## src/rtl/core_seq_ctrl.sv

```systemverilog
// core_seq_ctrl: multi-cycle RV32I control sequencer with req/ack memory handshake and bus timeout.
// Define CORE_SEQ_PERF_CNT_EN to enable the cycles/stalls performance counters.
module core_seq_ctrl #(
    parameter int MEM_TIMEOUT = 16,
    parameter int CNT_WIDTH   = 32
) (
    input  logic                 clk,
    input  logic                 reset,
    input  logic                 go_contr,
    input  logic [6:0]           opcode,
    input  logic [2:0]           func3,
    input  logic [6:0]           func7,
    input  logic                 comp,
    input  logic                 mem_ack,
    output logic                 irEn,
    output logic                 pcEn,
    output logic                 aluSrc,
    output logic                 regWrite,
    output logic                 isByte,
    output logic                 isHalf,
    output logic                 isWord,
    output logic                 memRead,
    output logic                 memWrite,
    output logic [1:0]           pc_select,
    output logic [1:0]           memToReg,
    output logic                 mem_req,
    output logic                 busy,
    output logic                 done,
    output logic                 fault,
    output logic [CNT_WIDTH-1:0] instret,
    output logic [CNT_WIDTH-1:0] cycles,
    output logic [CNT_WIDTH-1:0] stalls
);
    localparam int TW = $clog2(MEM_TIMEOUT + 1);

    typedef enum logic [2:0] {IDLE, FETCH, DECODE, EXEC, MEM, WB, HALT, FAULT} state_t;

    state_t               r_state, w_next;
    logic [TW-1:0]        r_to;
    logic                 r_done, r_fault;
    logic [CNT_WIDTH-1:0] r_instret;
    logic                 w_retire, w_req, w_timeout, w_go;
    logic                 w_alu, w_op, w_branch, w_jal, w_jalr, w_load, w_store, w_sys, w_legal, w_bad_size;
    logic                 w_unused;

    assign w_unused   = ^{func7, func3[2]};
    assign w_op       = opcode == 7'b0110011;
    assign w_alu      = w_op || opcode == 7'b0010011 || opcode == 7'b0110111 || opcode == 7'b0010111;
    assign w_branch   = opcode == 7'b1100011;
    assign w_jal      = opcode == 7'b1101111;
    assign w_jalr     = opcode == 7'b1100111;
    assign w_load     = opcode == 7'b0000011;
    assign w_store    = opcode == 7'b0100011;
    assign w_sys      = opcode == 7'b1110011;
    assign w_legal    = w_alu | w_branch | w_jal | w_jalr | w_load | w_store | w_sys;
    assign w_bad_size = (w_load | w_store) & (func3[1:0] == 2'b11);

    assign w_req     = r_state == FETCH || r_state == MEM;
    assign w_timeout = w_req && !mem_ack && r_to == TW'(MEM_TIMEOUT - 1);
    assign w_go      = go_contr && (r_state == IDLE || r_state == HALT || r_state == FAULT);
    assign busy      = !(r_state == IDLE || r_state == HALT || r_state == FAULT);
    assign done      = r_done;
    assign fault     = r_fault;
    assign instret   = r_instret;

    always_ff @(posedge clk) begin
        if (!reset) begin
            r_state   <= IDLE;
            r_to      <= '0;
            r_done    <= 1'b0;
            r_fault   <= 1'b0;
            r_instret <= '0;
        end else begin
            r_state   <= w_next;
            r_to      <= (w_req && !mem_ack && !w_timeout) ? r_to + TW'(1) : '0;
            r_done    <= (w_next == HALT) | (r_done & !w_go);
            r_fault   <= (w_next == FAULT) | (r_fault & !w_go);
            r_instret <= r_instret + CNT_WIDTH'(w_retire);
        end
    end

    always_comb begin
        w_next    = r_state;
        w_retire  = 1'b0;
        irEn      = 1'b0;
        pcEn      = 1'b0;
        aluSrc    = 1'b0;
        regWrite  = 1'b0;
        isByte    = 1'b0;
        isHalf    = 1'b0;
        isWord    = 1'b0;
        memRead   = 1'b0;
        memWrite  = 1'b0;
        pc_select = 2'b00;
        memToReg  = 2'b00;
        mem_req   = 1'b0;
        case (r_state)
            IDLE, HALT, FAULT: w_next = go_contr ? FETCH : r_state;
            FETCH: begin
                mem_req = 1'b1;
                memRead = 1'b1;
                isWord  = 1'b1;
                irEn    = mem_ack;
                w_next  = mem_ack ? DECODE : w_timeout ? FAULT : FETCH;
            end
            DECODE: w_next = (!w_legal || w_bad_size) ? FAULT : w_sys ? HALT : EXEC;
            EXEC: begin
                aluSrc    = !(w_op || w_branch);
                w_next    = (w_load || w_store) ? MEM : FETCH;
                w_retire  = !(w_load || w_store);
                pcEn      = !(w_load || w_store);
                regWrite  = w_alu | w_jal | w_jalr;
                memToReg  = (w_jal || w_jalr) ? 2'b10 : 2'b00;
                pc_select = w_jalr ? 2'b10 : (w_jal || (w_branch && comp)) ? 2'b01 : 2'b00;
            end
            MEM: begin
                mem_req  = 1'b1;
                memRead  = w_load;
                memWrite = w_store;
                isByte   = func3[1:0] == 2'b00;
                isHalf   = func3[1:0] == 2'b01;
                isWord   = func3[1:0] == 2'b10;
                pcEn     = mem_ack & w_store;
                w_retire = mem_ack & w_store;
                w_next   = mem_ack ? (w_load ? WB : FETCH) : w_timeout ? FAULT : MEM;
            end
            WB: begin
                regWrite = 1'b1;
                memToReg = 2'b01;
                pcEn     = 1'b1;
                w_retire = 1'b1;
                w_next   = FETCH;
            end
            default: w_next = IDLE;
        endcase
    end

`ifdef CORE_SEQ_PERF_CNT_EN
    logic [CNT_WIDTH-1:0] r_cycles, r_stalls;

    always_ff @(posedge clk) begin
        if (!reset) begin
            r_cycles <= '0;
            r_stalls <= '0;
        end else begin
            r_cycles <= r_cycles + CNT_WIDTH'(busy);
            r_stalls <= r_stalls + CNT_WIDTH'(mem_req & !mem_ack);
        end
    end

    assign cycles = r_cycles;
    assign stalls = r_stalls;
`else
    assign cycles = '0;
    assign stalls = '0;
`endif
endmodule

```

## config.mk

```make
export PLATFORM = sky130hd
export DESIGN_NAME = core_seq_ctrl
export DESIGN_NICKNAME = d
export VERILOG_FILES = /design/src/rtl/core_seq_ctrl.sv
export SDC_FILE = /design/constraint.sdc
export NUM_CORES = 1
export LEC_CHECK = 0
export BUFFER_PORTS_ARGS = -buffer_cell sky130_fd_sc_hd__buf_2
export CAP_MARGIN = 20
export CORE_MARGIN = 4
export CORE_UTILIZATION = 51
export CTS_BUF_LIST = sky130_fd_sc_hd__clkbuf_2
export DETAILED_ROUTE_END_ITERATION = 12
export PLACE_DENSITY = 0.91
export SLEW_MARGIN = 10
export SYNTH_ARGS = -nofsm -noshare
export SYNTH_HDL_FRONTEND = slang
export SYNTH_SLANG_ARGS = --single-unit
```

## constraint.sdc

```tcl
create_clock -name clk -period 7.52 [get_ports clk]
set_input_delay 0.752 -clock clk [delete_from_list [all_inputs] [get_ports clk]]
set_output_delay 0.752 -clock clk [all_outputs]
set_load 0.05 [all_outputs]
```

==> reports/summary.log, run 1 <==
[worst_setup_path] critical path startpoint opcode[4]
[sta] RSZ-0062 raised after global routing no
[worst_setup_path] required time at the endpoint of the critical path 7850 ps
[sta] relative max-transition margin 35.5%
[grt] number of antenna violations at the first check in global routing 0
[worst_setup_path] reg-to-reg critical path startpoint r_state[1]
[placement] estimated wirelength of the detail-placed design 4410 um
[floorplan] height of the chip 81.2 um
[power] Power Density 239 nW/um^2
[logic_synthesis] simple-gate portion of the synthesized area 26.3%
[clocking] worst skew pair latency 390 ps
[clocking] count of hold-fix buffers inserted at cts 0
[sta] number of max-slew violations in the final report 0
[grt] overall fraction of global-route tracks in use 17.3%
[drt] number of iterations in the first detailed-routing pass 4
[power] Worst VDD drop 0.000222 V
[cells_and_area] fraction of layout instances using a drive strength above 1 18.3%
[worst_setup_path] Largest delay share family, worst path simple AND/OR/NAND/NOR gates
[logic_synthesis] number of standard cells after synthesis 343
[cells_and_area] count of nets after finishing 426
[clocking] master cell of the clock root buffer sky130_fd_sc_hd__clkbuf_2
[floorplan] area of the die 6590 sq um
[grt] overflow left after global routing 0
[floorplan] initial standard-cell utilization of the core 53.1%
[drt] final WL 5770 um
[run_status] result of the run complete, no violations
[cells_and_area] Layout Area Growth over Synthesis 5.73%
[logic_synthesis] post-synth design cell area 2730 sq um
[sta] transition time at the pin with the least slew margin 967 ps
[grt] largest net degree at the start of global routing 34
[sta] Worst Slack Setup Final 4000 ps
[clocking] total of cells resized after clock tree synthesis 0
[grt] number of global-route vias before repair 2074
[floorplan] Die Span X 81.2 um
[logic_synthesis] per-instance average area after synthesis 7.96 sq um
[placement] number of port buffers 62
[logic_synthesis] Synth Area in Adders 2.29%
[drt] Via-to-Cell Ratio 5.11
[sta] fmax 284 MHz
[sta] share of the clock period used by the worst path after layout 46.8%
[grt] highest-utilization routing layer at the global route stage met2
[drt] Via Count 2396
[clocking] clock input transition at the sequential cells of the worst setup and hold paths 210 ps
[worst_setup_path] CP cell instances buf_2 > nand3b_1 > or4_4 > nor4_1 > nand2_1 > a21oi_1 > ha_1 > ha_1 > and2_1 > nand3_1 > or3_1 > a21oi_1
[logic_synthesis] count of flip-flops with a built-in enable after synthesis 0
[sta] final number of hold-violating endpoints 0
[placement] post-placement worst setup slack 3570 ps
[worst_setup_path] signal arrival time at the worst endpoint 3850 ps
[clocking] CTS tree yes
[logic_synthesis] share of synthesized area occupied by flip-flops and latches 30.8%
[floorplan] placeable core region 5140 sq um
[clocking] buffers from clock root to sink, at most 2
[hold_path] worst-case hold path end point r_to[0]
[logic_synthesis] mux contribution to synthesized area 0%
[worst_setup_path] Crit Path Max Fanout 11
[clocking] cts bufs inserted 5
[worst_setup_path] type of origin of the critical path input pin
[grt] met1 capacity usage during global routing 21.0%
[grt] fraction of met3 tracks used by global routing 4.21%
[logic_synthesis] number of flip-flops and latches in the synthesized netlist 42
[logic_synthesis] synth unique cells 45
[worst_setup_path] slowest cell on the critical path sky130_fd_sc_hd__or4_4
[logic_synthesis] xor and xnor fraction of the mapped netlist area 7.06%
[hold_path] type of the tightest min-delay check flip-flop to flip-flop
[drt] DRC violation total after the first TritonRoute iteration 125
[logic_synthesis] count of synthesis-stage warnings from yosys 0
[logic_synthesis] most instantiated flip-flop cell in the synthesis netlist sky130_fd_sc_hd__dfxtp_1
[worst_setup_path] crit-path max cell delay 470 ps
[clocking] number of sinks on the clock net 42
[drt] detail-routed net length per standard cell 12.3 um
[sta] clock tree skew after final layout 28.8 ps
[worst_setup_path] combined buffer and inverter count along the critical path 1
[job] maximum capacitance violations 0
[worst_setup_path] reg-to-reg setup timing slack 4290 ps
[clocking] post-CTS setup buffers 0
[worst_setup_path] endpoint type of the worst setup path flip-flop
[sta] final critical delay including setup and external delays 3520 ps
[drt] residual DRC count 0
[grt] wire length of the first global-routing pass 9090 um
[logic_synthesis] largest family of logic cells by synthesized area simple AND/OR/NAND/NOR gates
[worst_setup_path] worst setup path class input pin to flip-flop
[cells_and_area] Inserted Diodes 0
[hold_path] min-delay src r_to[0]
[grt] routing usage on met2 29.5%
[power] total power 690 uW
[worst_setup_path] critical register-to-register path endpoint instret[16]
[logic_synthesis] fraction of synthesis flops using an asynchronous set or reset pin 0%
[sta] setup tns final 0 ps
[power] Static Leak 0.00133 uW
[hold_path] cell count of the worst hold path 1
[floorplan] I/O pins 135
[drt] antenna-violating nets left 0
[clocking] number of H-tree levels 2
[floorplan] row cnt 26
[logic_synthesis] complex-gate fraction of the synthesized area 12.2%
[worst_setup_path] logic depth of the worst register-to-register path 10
[placement] routability cong. 0.909
[sta] Final setup viols 0
==> cell type report <==
class / count / area (sq um)
Clock buffer: 5 / 25.0
Inverter: 11 / 41.3
Tap cell: 70 / 87.6
Multi-Input combinational cell: 277 / 1550
Fill cell: 498 / 2250
Sequential cell: 42 / 841
Clock inverter: 2 / 33.8
Timing Repair Buffer: 62 / 310
==> logic make-up after synthesis <==
logic type,count (synthesis)
AND/OR/NAND/NOR,130
buffers and inverters,87
AO/OA/AOI/OAI,56
flip-flops,42
XOR/XNOR,22
adder cells (fa/ha/maj),5
other,1
==> how the worst max path moves through the flow <==
stage,endpoint,slack (ps),cells after the start
floorplan,instret[30],2110,12
finish,instret[16],4000,12
global route,instret[16],3730,12
global placement,instret[14],3740,12
CTS,instret[16],4010,12
detailed placement,instret[16],3570,12
==> per-stage QoR <==
| stage | cell area (sq um) | util, % | cells | hold WS, ps |
|---|---|---|---|---|
| after floorplan | 2970 | - | 406 | 418 |
| after global placement | 2830 | 55.0 | 462 | 431 |
| after detailed placement | 2830 | 55.0 | 462 | 443 |
| after CTS | 2890 | 56.1 | 469 | 468 |
| after global routing | 2890 | 56.1 | 469 | 483 |
| final | 2890 | 56.1 | 469 | 466 |
==> worst reg2reg max path, stage by stage (launching register included) <==
cell                      delay (ps)
sky130_fd_sc_hd__dfxtp_1         730
sky130_fd_sc_hd__inv_1           200
sky130_fd_sc_hd__nor2_1          250
sky130_fd_sc_hd__a21oi_1         150
sky130_fd_sc_hd__a21oi_1         240
sky130_fd_sc_hd__ha_1            200
sky130_fd_sc_hd__ha_1            180
sky130_fd_sc_hd__and2_1          420
sky130_fd_sc_hd__nand3_1         290
sky130_fd_sc_hd__or3_1           370
sky130_fd_sc_hd__a21oi_1         160
==> registers in the layout, indices dropped and copies added, names as in the netlist <==
name	flops
instret	32
done	1
r_to	5
fault	1
r_state	3
==> cell usage after synthesis, types with 3 or more instances <==
cell / number / area (sq um)
sky130_fd_sc_hd__and2_1: 9 / 56.3
sky130_fd_sc_hd__nand4_1: 14 / 87.6
sky130_fd_sc_hd__nand3_1: 12 / 60.1
sky130_fd_sc_hd__dfxtp_1: 42 / 841
sky130_fd_sc_hd__and3_1: 7 / 43.8
sky130_fd_sc_hd__nor3_1: 4 / 20.0
sky130_fd_sc_hd__a21oi_1: 20 / 100
sky130_fd_sc_hd__nand2_1: 15 / 56.3
sky130_fd_sc_hd__clkbuf_1: 8 / 30.0
sky130_fd_sc_hd__o21ai_0: 18 / 90.1
sky130_fd_sc_hd__xnor2_1: 4 / 35.0
sky130_fd_sc_hd__nand2b_1: 4 / 25.0
sky130_fd_sc_hd__nor2_1: 35 / 131
sky130_fd_sc_hd__buf_4: 64 / 480
sky130_fd_sc_hd__ha_1: 5 / 62.6
sky130_fd_sc_hd__buf_2: 3 / 15.0
sky130_fd_sc_hd__or3_1: 11 / 68.8
sky130_fd_sc_hd__xor2_1: 18 / 158
sky130_fd_sc_hd__inv_1: 11 / 41.3
sky130_fd_sc_hd__and4_1: 5 / 43.8
sky130_fd_sc_hd__nand3b_1: 3 / 22.5
==> placed cells by master, fill, tap and decap left out, types with 7 or more instances in the layout <==
cell | synthesis | routed
sky130_fd_sc_hd__nand2_1 | 15 | 15
sky130_fd_sc_hd__inv_1 | 11 | 11
sky130_fd_sc_hd__xor2_1 | 18 | 18
sky130_fd_sc_hd__nand4_1 | 14 | 14
sky130_fd_sc_hd__nand3_1 | 12 | 12
sky130_fd_sc_hd__conb_1 | 1 | 64
sky130_fd_sc_hd__and2_1 | 9 | 9
sky130_fd_sc_hd__buf_2 | 3 | 62
sky130_fd_sc_hd__o21ai_0 | 18 | 18
sky130_fd_sc_hd__nor2_1 | 35 | 35
sky130_fd_sc_hd__and3_1 | 7 | 7
sky130_fd_sc_hd__a21oi_1 | 20 | 20
sky130_fd_sc_hd__or3_1 | 11 | 11
sky130_fd_sc_hd__dfxtp_1 | 42 | 42
==> power by group <==
group	switching, uW	leakage [uW]	internal (uW)	total (uW)
combinational	242	0.000956	70.4	313
clock	68.5	0.0000365	53.6	122
sequential	23.3	0.000339	232	256
total	334	0.00133	356	690
==> metal layers <==
layer | part of all wire [%] | vias to the layer above | routed length (um)
li1 | - | 1177 | -
met3 | 8.4 | 5 | 482
met4 | 0.38 | 0 | 22
met1 | 40 | 1097 | 2310
met5 | 0 | - | 0
met2 | 51 | 117 | 2960
Note: power is estimated with default switching activity, not from simulation.
==> run 2: changes to the inputs <==
--- a/config.mk
+++ b/config.mk
@@ -8,10 +8,10 @@
 export BUFFER_PORTS_ARGS = -buffer_cell sky130_fd_sc_hd__buf_2
 export CAP_MARGIN = 20
 export CORE_MARGIN = 4
-export CORE_UTILIZATION = 51
+export CORE_UTILIZATION = 43
 export CTS_BUF_LIST = sky130_fd_sc_hd__clkbuf_2
 export DETAILED_ROUTE_END_ITERATION = 12
-export PLACE_DENSITY = 0.91
+export PLACE_DENSITY = 0.82
 export SLEW_MARGIN = 10
 export SYNTH_ARGS = -nofsm -noshare
 export SYNTH_HDL_FRONTEND = slang
==> constraint.sdc (replaced) <==
create_clock -name clk -period 3.1 [get_ports clk]
set_input_delay 0.31 -clock clk [delete_from_list [all_inputs] [get_ports clk]]
set_output_delay 0.31 -clock clk [all_outputs]
set_load 0.05 [all_outputs]
==> run 2 against run 1 <==
Against the previous run:
- combinational power increased to 2.5 times the previous value
- largest cell class unchanged
- first-iteration DRC count is 36% lower
- via count fell by 0.33%
- sequential power is 140% higher
- critical endpoint unchanged
- sequential share of layout area down 0.83 points
- routed wire length up 1.6%
- die area is 17% higher
==> reports/summary.log, run 2 (same netlist as run 1, synthesis figures left out) <==
[drt] number of iterations in the first detailed-routing pass 4 [unchanged]
[clocking] number of H-tree levels 2 [unchanged]
[drt] Via Count 2388 [was 2396]
[placement] number of port buffers 62 [unchanged]
[floorplan] Die Span X 87.7 um [was 81.2 um]
[clocking] cts bufs inserted 5 [unchanged]
[grt] met1 capacity usage during global routing 18.6% [was 21.0%]
[clocking] post-CTS setup buffers 0 [unchanged]
[cells_and_area] leading cell types in the layout, fill and taps excluded 64 x sky130_fd_sc_hd__conb_1, 62 x sky130_fd_sc_hd__buf_2, 42 x sky130_fd_sc_hd__dfxtp_1, 35 x sky130_fd_sc_hd__nor2_1, 19 x sky130_fd_sc_hd__a21oi_1 [was 64 x sky130_fd_sc_hd__conb_1, 62 x sky130_fd_sc_hd__buf_2, 42 x sky130_fd_sc_hd__dfxtp_1, 35 x sky130_fd_sc_hd__nor2_1, 20 x sky130_fd_sc_hd__a21oi_1]
[run_status] result of the run complete, no violations [unchanged]
[sta] share of the clock period used by the worst path after layout 88.5%
[floorplan] height of the chip 87.7 um [was 81.2 um]
[drt] DRC violation total after the first TritonRoute iteration 80 [was 125]
[cells_and_area] Non-Filler Cell Area, Final 2970 sq um [was 2890 sq um]
[sta] number of max-slew violations in the final report 0 [unchanged]
[grt] highest-utilization routing layer at the global route stage met2 [unchanged]
[clocking] number of sinks on the clock net 42 [unchanged]
[placement] DP Area 2900 sq um [was 2830 sq um]
[worst_setup_path] endpoint type of the worst setup path flip-flop [unchanged]
[cells_and_area] count of nets after finishing 431 [was 426]
[sta] RSZ-0062 raised after global routing no [unchanged]
[cells_and_area] number of flip-flops in the largest register 32 [unchanged]
[sta] fmax 364 MHz
[worst_setup_path] logic depth of the worst register-to-register path 10 [unchanged]
[cells_and_area] fraction of layout instances using a drive strength above 1 20.7% [was 18.3%]
[cells_and_area] core occupancy in the finished layout 49.3% [was 56.1%]
[sta] relative max-transition margin 49.0% [was 35.5%]
[sta] minimum hold slack 209 ps [was 466 ps]
[drt] final WL 5860 um [was 5770 um]
[cells_and_area] Inserted Diodes 0 [unchanged]
[grt] overflow left after global routing 0 [unchanged]
[job] maximum capacitance violations 0 [unchanged]
[drt] residual DRC count 0 [unchanged]
[worst_setup_path] worst setup path class flip-flop to flip-flop [was input pin to flip-flop]
[floorplan] initial standard-cell utilization of the core 45.3% [was 53.1%]
[worst_setup_path] required time at the endpoint of the critical path 3450 ps [was 7850 ps]
[sta] clock tree skew after final layout 22.3 ps [was 28.8 ps]
[cells_and_area] most common library cell in the layout ignoring fill and taps sky130_fd_sc_hd__conb_1 [unchanged]
[sta] final critical delay including setup and external delays 2740 ps
[grt] wire length of the first global-routing pass 9470 um [was 9090 um]
[cells_and_area] Layout Area Growth over Synthesis 8.85% [was 5.73%]
[hold_path] min-delay src reset [was r_to[0]]
[grt] number of global-route vias before repair 2178 [was 2074]
[sta] final number of hold-violating endpoints 0 [unchanged]
[grt] routing usage on met2 25.3% [was 29.5%]
[clocking] master cell of the clock root buffer sky130_fd_sc_hd__clkbuf_2 [unchanged]
[clocking] worst skew pair latency 400 ps [was 390 ps]
[power] Worst VDD drop 0.000602 V [was 0.000222 V]
[clocking] count of hold-fix buffers inserted at cts 0 [unchanged]
[worst_setup_path] reg-to-reg setup timing slack 360 ps [was 4290 ps]
[clocking] buffers from clock root to sink, at most 2 [unchanged]
[sta] Final setup viols 0 [unchanged]
[clocking] clock input transition at the sequential cells of the worst setup and hold paths 220 ps [was 210 ps]
[grt] largest net degree at the start of global routing 33 [was 34]
[sta] transition time at the pin with the least slew margin 762 ps [was 967 ps]
[grt] fraction of met3 tracks used by global routing 3.95% [was 4.21%]
[drt] antenna-violating nets left 0 [unchanged]
[power] Power Density 582 nW/um^2 [was 239 nW/um^2]
[hold_path] type of the tightest min-delay check input pin to flip-flop [was flip-flop to flip-flop]
[worst_setup_path] signal arrival time at the worst endpoint 3090 ps [was 3850 ps]
[worst_setup_path] reg-to-reg critical path startpoint r_state[2] [was r_state[1]]
[worst_setup_path] type of origin of the critical path flip-flop [was input pin]
[hold_path] cell count of the worst hold path 2 [was 1]
[clocking] CTS tree yes [unchanged]
[worst_setup_path] critical register-to-register path endpoint instret[16] [unchanged]
[placement] estimated wirelength of the detail-placed design 4570 um [was 4410 um]
[floorplan] I/O pins 135 [unchanged]
[floorplan] placeable core region 6030 sq um [was 5140 sq um]
[clocking] total of cells resized after clock tree synthesis 0 [unchanged]
[hold_path] worst-case hold path end point instret[1] [was r_to[0]]
[drt] detail-routed net length per standard cell 12.2 um [was 12.3 um]
[sta] setup tns final 0 ps [unchanged]
[floorplan] row cnt 28 [was 26]
[drt] Via-to-Cell Ratio 4.98 [was 5.11]
[power] Static Leak 0.00136 uW [was 0.00133 uW]
[floorplan] area of the die 7690 sq um [was 6590 sq um]
[worst_setup_path] Crit Path Max Fanout 14 [was 11]
[grt] number of antenna violations at the first check in global routing 0 [unchanged]
[placement] routability cong. 0.932 [was 0.909]
[grt] overall fraction of global-route tracks in use 14.8% [was 17.3%]
[power] total power 1730 uW [was 690 uW]
run 2: layout make-up:
type	instances	area (sq um)
Clock buffer	5	25.0
Sequential cell	42	841
Tap cell	75	93.8
Inverter	11	41.3
Fill cell	609	3060
Timing Repair Buffer	67	348
Clock inverter	3	43.8
Multi-Input combinational cell	277	1580
run 2: stage by stage:
stage	setup WS [ps]	cells
floorplan	-351	406
global placement	147	472
detailed placement	51.9	472
CTS	361	480
global route	81.9	480
finish	356	480
run 2: worst max path at each step:
stage | slack, ps | end | cells after the start | start
global placement | 150 | instret[14] | 12 | opcode[4]
CTS | 360 | instret[16] | 10 | r_state[2]
floorplan | -350 | instret[14] | 11 | opcode[4]
detailed placement | 50 | instret[16] | 12 | opcode[4]
global route | 80 | instret[17] | 9 | r_state[2]
finish | 360 | instret[16] | 10 | r_state[2]
run 2: power breakdown:
part	leakage (uW)	internal, uW	total [uW]	switching (uW)
clock	0.0000433	138	324	186
combinational	0.000981	178	789	611
sequential	0.000339	564	615	51.0
total	0.00136	880	1730	847
run 2: metal layers:
layer	routed length, um	vias up
met4	42	0
li1	-	1183
met2	2860	88
met1	2490	1112
met3	477	5
met5	0	-
run 2: worst max-delay path, stage by stage, from the launching register on:
cell and delay, ps:
sky130_fd_sc_hd__dfxtp_1 600, sky130_fd_sc_hd__nand2b_1 300, sky130_fd_sc_hd__nor4_4 240, sky130_fd_sc_hd__nand2_1 130, sky130_fd_sc_hd__a21oi_4 140, sky130_fd_sc_hd__ha_2 190
sky130_fd_sc_hd__ha_1 180, sky130_fd_sc_hd__and2_4 200, sky130_fd_sc_hd__nand3_1 210, sky130_fd_sc_hd__or3_1 370, sky130_fd_sc_hd__a21oi_1 150
